==> src/rtl/store_size_ctrl.sv <==
`default_nettype none
// ============================================================================
// Module   : store_size_ctrl
// Purpose  : SW/SH/SB store engine; sub-word stores use read-modify-write.
// Option   : STORE_ALIGN_CHECK_EN rejects misaligned half/word requests.
// Revision : 1.0 - initial release
// ============================================================================
module store_size_ctrl #(
  parameter int MEM_LAT = 1,
  parameter int ADDR_W  = 32
) (
  input  logic              clk,
  input  logic              reset,
  input  logic              start,
  input  logic [1:0]        size,
  input  logic [ADDR_W-1:0] addr,
  input  logic [31:0]       wdata_in,
  input  logic [31:0]       mem_rdata,
  output logic [ADDR_W-1:0] mem_addr,
  output logic              mem_wr,
  output logic [31:0]       mem_wdata,
  output logic              busy,
  output logic              done,
  output logic              misalign
);

  typedef enum logic [2:0] {
    S_IDLE  = 3'd0,
    S_RD    = 3'd1,
    S_MERGE = 3'd2,
    S_WR    = 3'd3,
    S_DONE  = 3'd4,
    S_ERR   = 3'd5
  } state_t;

  localparam logic [2:0] c_lat_last = 3'(MEM_LAT - 1);

  state_t      r_state;
  state_t      w_next;
  logic [1:0]  r_size;
  logic [1:0]  r_lane;
  logic [15:0] r_wdata;
  logic [2:0]  r_lat_cnt;
  logic        w_is_word;
  logic        w_bad_align;
  logic        w_accept;
  logic [31:0] w_merged;

  assign w_is_word = (size == 2'b00) || (size == 2'b11);
  assign w_accept  = (r_state == S_IDLE) && start;

`ifdef STORE_ALIGN_CHECK_EN
  assign w_bad_align = ((size == 2'b01) && addr[0]) ||
                       (w_is_word && (addr[1:0] != 2'b00));
`else
  assign w_bad_align = 1'b0;
`endif

  always_ff @(posedge clk or negedge reset) begin
    if (!reset) r_state <= S_IDLE;
    else        r_state <= w_next;
  end

  always_comb begin
    w_next   = r_state;
    mem_wr   = 1'b0;
    done     = 1'b0;
    misalign = 1'b0;
    busy     = (r_state != S_IDLE);
    case (r_state)
      S_IDLE: begin
        if (start) begin
          if (w_bad_align)    w_next = S_ERR;
          else if (w_is_word) w_next = S_WR;
          else                w_next = S_RD;
        end
      end
      S_RD:    if (r_lat_cnt == c_lat_last) w_next = S_MERGE;
      S_MERGE: w_next = S_WR;
      S_WR: begin
        mem_wr = 1'b1;
        w_next = S_DONE;
      end
      S_DONE: begin
        done   = 1'b1;
        w_next = S_IDLE;
      end
      S_ERR: begin
`ifdef STORE_ALIGN_CHECK_EN
        misalign = 1'b1;
`endif
        w_next = S_IDLE;
      end
      default: w_next = S_IDLE;
    endcase
  end

  // Half stores pick the lane from addr[1] only; addr[0] never matters here.
  always_comb begin
    w_merged = mem_rdata;
    if (r_size == 2'b01) begin
      if (r_lane[1]) w_merged[31:16] = r_wdata;
      else           w_merged[15:0]  = r_wdata;
    end else begin
      w_merged[{r_lane, 3'b000} +: 8] = r_wdata[7:0];
    end
  end

  always_ff @(posedge clk or negedge reset) begin
    if (!reset) begin
      r_size    <= 2'b00;
      r_lane    <= 2'b00;
      r_wdata   <= 16'h0000;
      r_lat_cnt <= 3'd0;
      mem_addr  <= '0;
      mem_wdata <= 32'h0000_0000;
    end else begin
      if (w_accept) begin
        r_size    <= size;
        r_lane    <= addr[1:0];
        r_wdata   <= wdata_in[15:0];
        r_lat_cnt <= 3'd0;
        // A rejected request leaves the memory-side outputs untouched.
        if (!w_bad_align) begin
          mem_addr <= {addr[ADDR_W-1:2], 2'b00};
          if (w_is_word) mem_wdata <= wdata_in;
        end
      end
      if (r_state == S_RD)    r_lat_cnt <= r_lat_cnt + 3'd1;
      if (r_state == S_MERGE) mem_wdata <= w_merged;
    end
  end

endmodule
`default_nettype wire

==> config.mk <==
export PLATFORM = sky130hd
export DESIGN_NAME = store_size_ctrl
export DESIGN_NICKNAME = d
export VERILOG_FILES = /design/src/rtl/store_size_ctrl.sv
export SDC_FILE = /design/constraint.sdc
export NUM_CORES = 1
export LEC_CHECK = 0
export CELL_PAD_IN_SITES_DETAIL_PLACEMENT = 0
export CELL_PAD_IN_SITES_GLOBAL_PLACEMENT = 2
export CORE_MARGIN = 3
export CORE_UTILIZATION = 29
export CTS_BUF_LIST = sky130_fd_sc_hd__clkbuf_4
export CTS_CLUSTER_DIAMETER = 100
export CTS_CLUSTER_SIZE = 12
export DETAILED_ROUTE_END_ITERATION = 6
export PLACE_DENSITY = 0.94
export SYNTH_ARGS = -nofsm -noshare
export SYNTH_HDL_FRONTEND = slang
export SYNTH_SLANG_ARGS = --single-unit
export TNS_END_PERCENT = 100
==> constraint.sdc <==
create_clock -name clk -period 3.2 [get_ports clk]
set_input_delay 0.8 -clock clk [delete_from_list [all_inputs] [get_ports clk]]
set_output_delay 0.8 -clock clk [all_outputs]
set_load 0.01 [all_outputs]
== Word-level counts from Yosys, hierarchy flattened ==
Cells that the tools add are included.
Storage, ports and cells
  bits of input ports: 101
  flip-flop bits (word level): 88
Cells by class
  eq/ne operators: 8
  multiplexer cells: 15
  add/sub/neg operators: 2
  shift operators: 2
  reduce and logical (&&, ||, !) cells: 11
Operators by type and width (count)
  $mux W32: 4
  $bwmux W32: 1
  $mux W16: 2
  $shift A8 B7 Y32 const A: 1
  $shiftx A8 B7 Y32: 1
  $mux W3: 4
  $pmux W3 S4: 1
  $neg A5 Y7: 1
  $eq A3 B2 Y1 const B: 2
  $logic_not A3 Y1: 2
  $reduce_bool A2 Y1: 3
  $ne A2 B2 Y1 const B: 2
  $reduce_and A2 Y1: 2
  $add A3 B1 Y3 const B: 1
  $eq A3 B1 Y1 const B: 1
  $eq A3 B3 Y1 const B: 1
  $reduce_bool A3 Y1: 1
  $eq A2 B1 Y1 const B: 1
  $eq A2 B2 Y1 const B: 1
  $logic_not A2 Y1: 1
  $mux W1: 2
  $mux W2: 1
  $logic_and A1 B1 Y1: 1
  $logic_or A1 B1 Y1: 1

== Depth between registers and ports, before layout ==
Gate-level depths: netlist of the first run.
  word-level depth: 5
  gate-level depth with buffers: 9
  mapped depth without buffers: 6

== Least setup slack after synthesis of the first run ==
No wires, ideal clock.
  path type: register to register
  start point: register r_lane[1]
  end point: register mem_wdata[16]
  arrival time: 2200 ps
  cell stages (with the launch flop): 9
  data required time: 3119 ps
  setup slack: 918 ps
  clock period less this slack: 2282 ps
  path through: dfrtp_1 -> buf_4 -> buf_1 -> inv_1 -> ha_1 -> nor4b_4 -> a311oi_1 -> a211o_1 -> a31oi_2
Between the ends
  longest elaborated chain between the ends: 5
  elaborated cells on any way between the ends: 7
  those cells by class: 1 x add/sub; 2 x shift; 4 x mux
RTL lines
  start: declaration: line 41  | logic [1:0] r_lane;
  start signal: assignment: line 120  | r_lane <= addr[1:0];
  $neg A5 Y7: line 105  | w_merged[{r_lane, 3'b000} +: 8] = r_wdata[7:0];
  $shiftx A8 B7 Y32 or $shift A8 B7 Y32 (tied branches): line 105
  $bwmux W32: line 105
  $mux W32 *: line 101  | if (r_size == 2'b01) begin
  $mux W32 *: line 130  | if (r_state == S_MERGE) mem_wdata <= w_merged;
  end signal: assignment: line 126  | if (w_is_word) mem_wdata <= wdata_in;
  end signal: assignment: line 130
  end: declaration: line 21  | output logic [31:0] mem_wdata,
Every way passes the cells marked *; elsewhere a longest branch is shown, timed or not.
A chain may end at the register's enable or synchronous reset.

== Final worst setup path of the first run ==
  start point: register r_state[0]
  end point: output busy
Between the ends
  longest elaborated chain between the ends: 1
RTL lines
  start: declaration: line 38  | state_t r_state;
  start signal: assignment: line 61  | else r_state <= w_next;
  $reduce_bool A3 Y1: line 69  | busy = (r_state != S_IDLE);
  end: declaration: line 22  | output logic busy,
Every way passes these cells.

==> results of run 1 <==
logic make-up after synthesis:
logic type	count (synthesis)	synth area share, %
mux	75	16.7
xor+xnor	1	0.181
buf+inv	51	5.71
fa+ha+maj	7	1.81
simple gates	114	11.5
other cells	1	0.0774
flops	88	45.4
compound gates	112	18.5
layer usage:
layer / global-route usage [%] / part of all wire [%] / wire length, µm
met5: 0 / 0 / 0
met2: 24.5 / 46 / 6430
met3: 5.50 / 9.7 / 1360
met1: 19.6 / 43 / 5980
met4: 5.21 / 1.3 / 183
worst paths after layout:
check | cells after the start | startpoint | end | slack, ns
setup / recovery | 2 | r_state[0]$_DFFE_PN0P_ | busy | 0.38
min in group clk | 1 | mem_addr[20]$_DFFE_PN0P_ | mem_addr[20]$_DFFE_PN0P_ | 0.53
max in group asynchronous | 2 | reset | mem_wdata[4]$_DFFE_PN0P_ | 2.06
setup reg to reg | 6 | r_lane[1]$_DFFE_PN0P_ | mem_wdata[16]$_DFFE_PN0P_ | 0.91
hold / removal | 1 | reset | mem_wdata[24]$_DFFE_PN0P_ | 0.36
hold reg to reg | 1 | mem_addr[20]$_DFFE_PN0P_ | mem_addr[20]$_DFFE_PN0P_ | 0.53
power by group:
group	switching (mW)	total (mW)	internal, mW	leakage (nW)
Sequential	0.493	2.17	1.68	1.02
Clock	0.466	0.650	0.185	0.0769
Combinational	1.66	3.56	1.90	1.61
state kept, by name, indices dropped and copies added (netlist names):
signal,count
r_wdata,16
r_state,3
r_size,2
mem_wdata,32
mem_addr,30
r_lane,2
r_lat_cnt,3
cells in the mapped netlist (2+ instances only):
cell type	number	area [µm²]
nor3b_1	2	15.0
inv_1	14	52.6
a211o_1	22	193
o2bb2ai_1	5	43.8
dfrtp_1	88	2200
o22ai_1	5	31.3
nand2b_1	7	43.8
and4bb_2	2	25.0
a221oi_1	14	123
mux2_2	48	541
buf_2	11	55.1
nand2_1	49	184
buf_6	5	56.3
o211ai_1	15	113
mux2i_1	27	270
a311oi_1	8	70.1
ha_1	7	87.6
buf_4	9	67.6
a31oi_2	8	100
o21ai_0	5	25.0
nor2_1	37	139
clkbuf_1	11	41.3
a31oi_1	24	150
nor2b_1	9	56.3
per-stage QoR:
stage	setup WS, ns	hold slack, ns	instance area [µm²]
final	0.383	0.364	6800
after global routing	0.296	0.395	6800
after CTS	0.331	0.356	6800
after detailed placement	0.552	0.494	6670
after global placement	0.596	0.490	6670
after floorplan	0.918	0.473	4850
cell type report:
type / count / area share, %
well taps: 216 / 3.97
flip-flops and latches: 88 / 32.4
multi-input cells: 312 / 35.1
clock inverters: 7 / 1.01
clock buffers: 9 / 0.993
inverters: 14 / 0.773
repair buffers: 174 / 25.8
==> impl_metrics.env, run 1 <==
export IMPL_antenna_left=0
export IMPL_end_kind="output pin"
export IMPL_seq_area_um2=2200
export IMPL_gp_congestion=0.737
export IMPL_drc_errors=0
export IMPL_synth_ff_type="dfrtp_1"
export IMPL_grt_max_degree=65
export IMPL_grt_pass1_wl_um=22200
export IMPL_wl_per_cell_um=17.0
export IMPL_async_flop_share_pct=100
export IMPL_path_buf_inv=1
export IMPL_p_total_mw=6.38
export IMPL_core_um2=16100
export IMPL_grt_setup_unrepaired="no"
export IMPL_finalNonFillerCells=820
export IMPL_syn_inst=449
export IMPL_viasPerCell=5.02
export IMPL_ctsResizeCount=0
export IMPL_synth_cell_types=41
export IMPL_drtIter0Drc=195
export IMPL_yosysWarnings=0
export IMPL_overflow=0
export IMPL_n_antenna_cell=0
export IMPL_worstSetupPathType="register to output pin"
export IMPL_finalWirelength_um=13900
export IMPL_grt_pass1_vias=4163
export IMPL_multi_input_comb_area_um2=2380
export IMPL_clkSinkCount=88
export IMPL_period_share_pct=88.0
export IMPL_tritoncts="yes"
export IMPL_clk_path_buf_depth=2
export IMPL_avgSynthCellArea_um2=10.8
export IMPL_cp_slowest_stage_delay_ns=0.56
export IMPL_peakVddDrop_v=0.000461
export IMPL_cts_root_buf="clkbuf_4"
export IMPL_hold_path_class="input port to asynchronous set/reset pin"
export IMPL_path_max_fanout=13
export IMPL_dr_pass1_iters=4
export IMPL_clock_latency_ns=0.50
export IMPL_worstPathRequired_ns=2.40
export IMPL_track_usage_pct=15.4
export IMPL_clock_fmax_ghz=0.355
export IMPL_numPortBuffers=165
export IMPL_clock_skew_ns=0.0315
export IMPL_netlist_area_um2=4850
export IMPL_fp_dieW_um=135
export IMPL_status="finished clean"
export IMPL_crit_arrival_ns=2.02
export IMPL_place_inst=804
export IMPL_fin_nets=707
export IMPL_final_cell_mix="164 x clkdlybuf4s50_1, 87 x dfrtp_1, 48 x nand2_1, 48 x mux2_2, 37 x nor2_1"
export IMPL_h_tree_depth=3
export IMPL_pwr_density_cell_nw_per_um2=938
export IMPL_dieArea_um2=18300
export IMPL_clk_pin_slew_ns=0.16
export IMPL_path_cells="or3_4, clkdlybuf4s50_1"
export IMPL_p_leak_nw=2.71
export IMPL_crit_slowest_cell="dfrtp_1"
export IMPL_layout_commonest_cell="clkdlybuf4s50_1"
export IMPL_ioPinCount=169
export IMPL_rows=46
export IMPL_setup_viol_count_final=0
export IMPL_fin_crit_ns=2.82
export IMPL_hold_violations=0
export IMPL_num_fill_cells=1571
export IMPL_synth_seq_cells=88
export IMPL_worstSetupStartpointType="register"
export IMPL_max_cap_viol_count=0
export IMPL_cp_top_family="flip-flops"
export IMPL_slew_headroom_pct=34.9
export IMPL_initial_core_util_pct=30.1
export IMPL_drive_gt1_share_pct=15.2
export IMPL_area_growth_pct=40.4
export IMPL_tns_ns=0
export IMPL_tightest_slew_ns=0.974
export IMPL_antenna_found_initial=0
export IMPL_die_h_um=135
export IMPL_drv_slew=0
export IMPL_cts_buffers=9
export IMPL_dp_hpwl_um=10300
export IMPL_seq_area_frac_synth_pct=45.4
export IMPL_post_cts_setup_buffers=0
export IMPL_num_vias=4114
export IMPL_postCtsHoldBufs=0
export IMPL_final_util_pct=42.2
export IMPL_synth_edf_count=0
Note: power is estimated with default switching activity, not from simulation.
==> run 2, diff against run 1 <==
--- a/config.mk
+++ b/config.mk
@@ -14,6 +14,7 @@
 export CTS_CLUSTER_SIZE = 12
 export DETAILED_ROUTE_END_ITERATION = 6
 export PLACE_DENSITY = 0.94
+export SKIP_CTS_REPAIR_TIMING = 1
 export SYNTH_ARGS = -nofsm -noshare
 export SYNTH_HDL_FRONTEND = slang
 export SYNTH_SLANG_ARGS = --single-unit
==> results of run 2 <==
The final DEF is identical to that of run 1; final timing and power are the same.
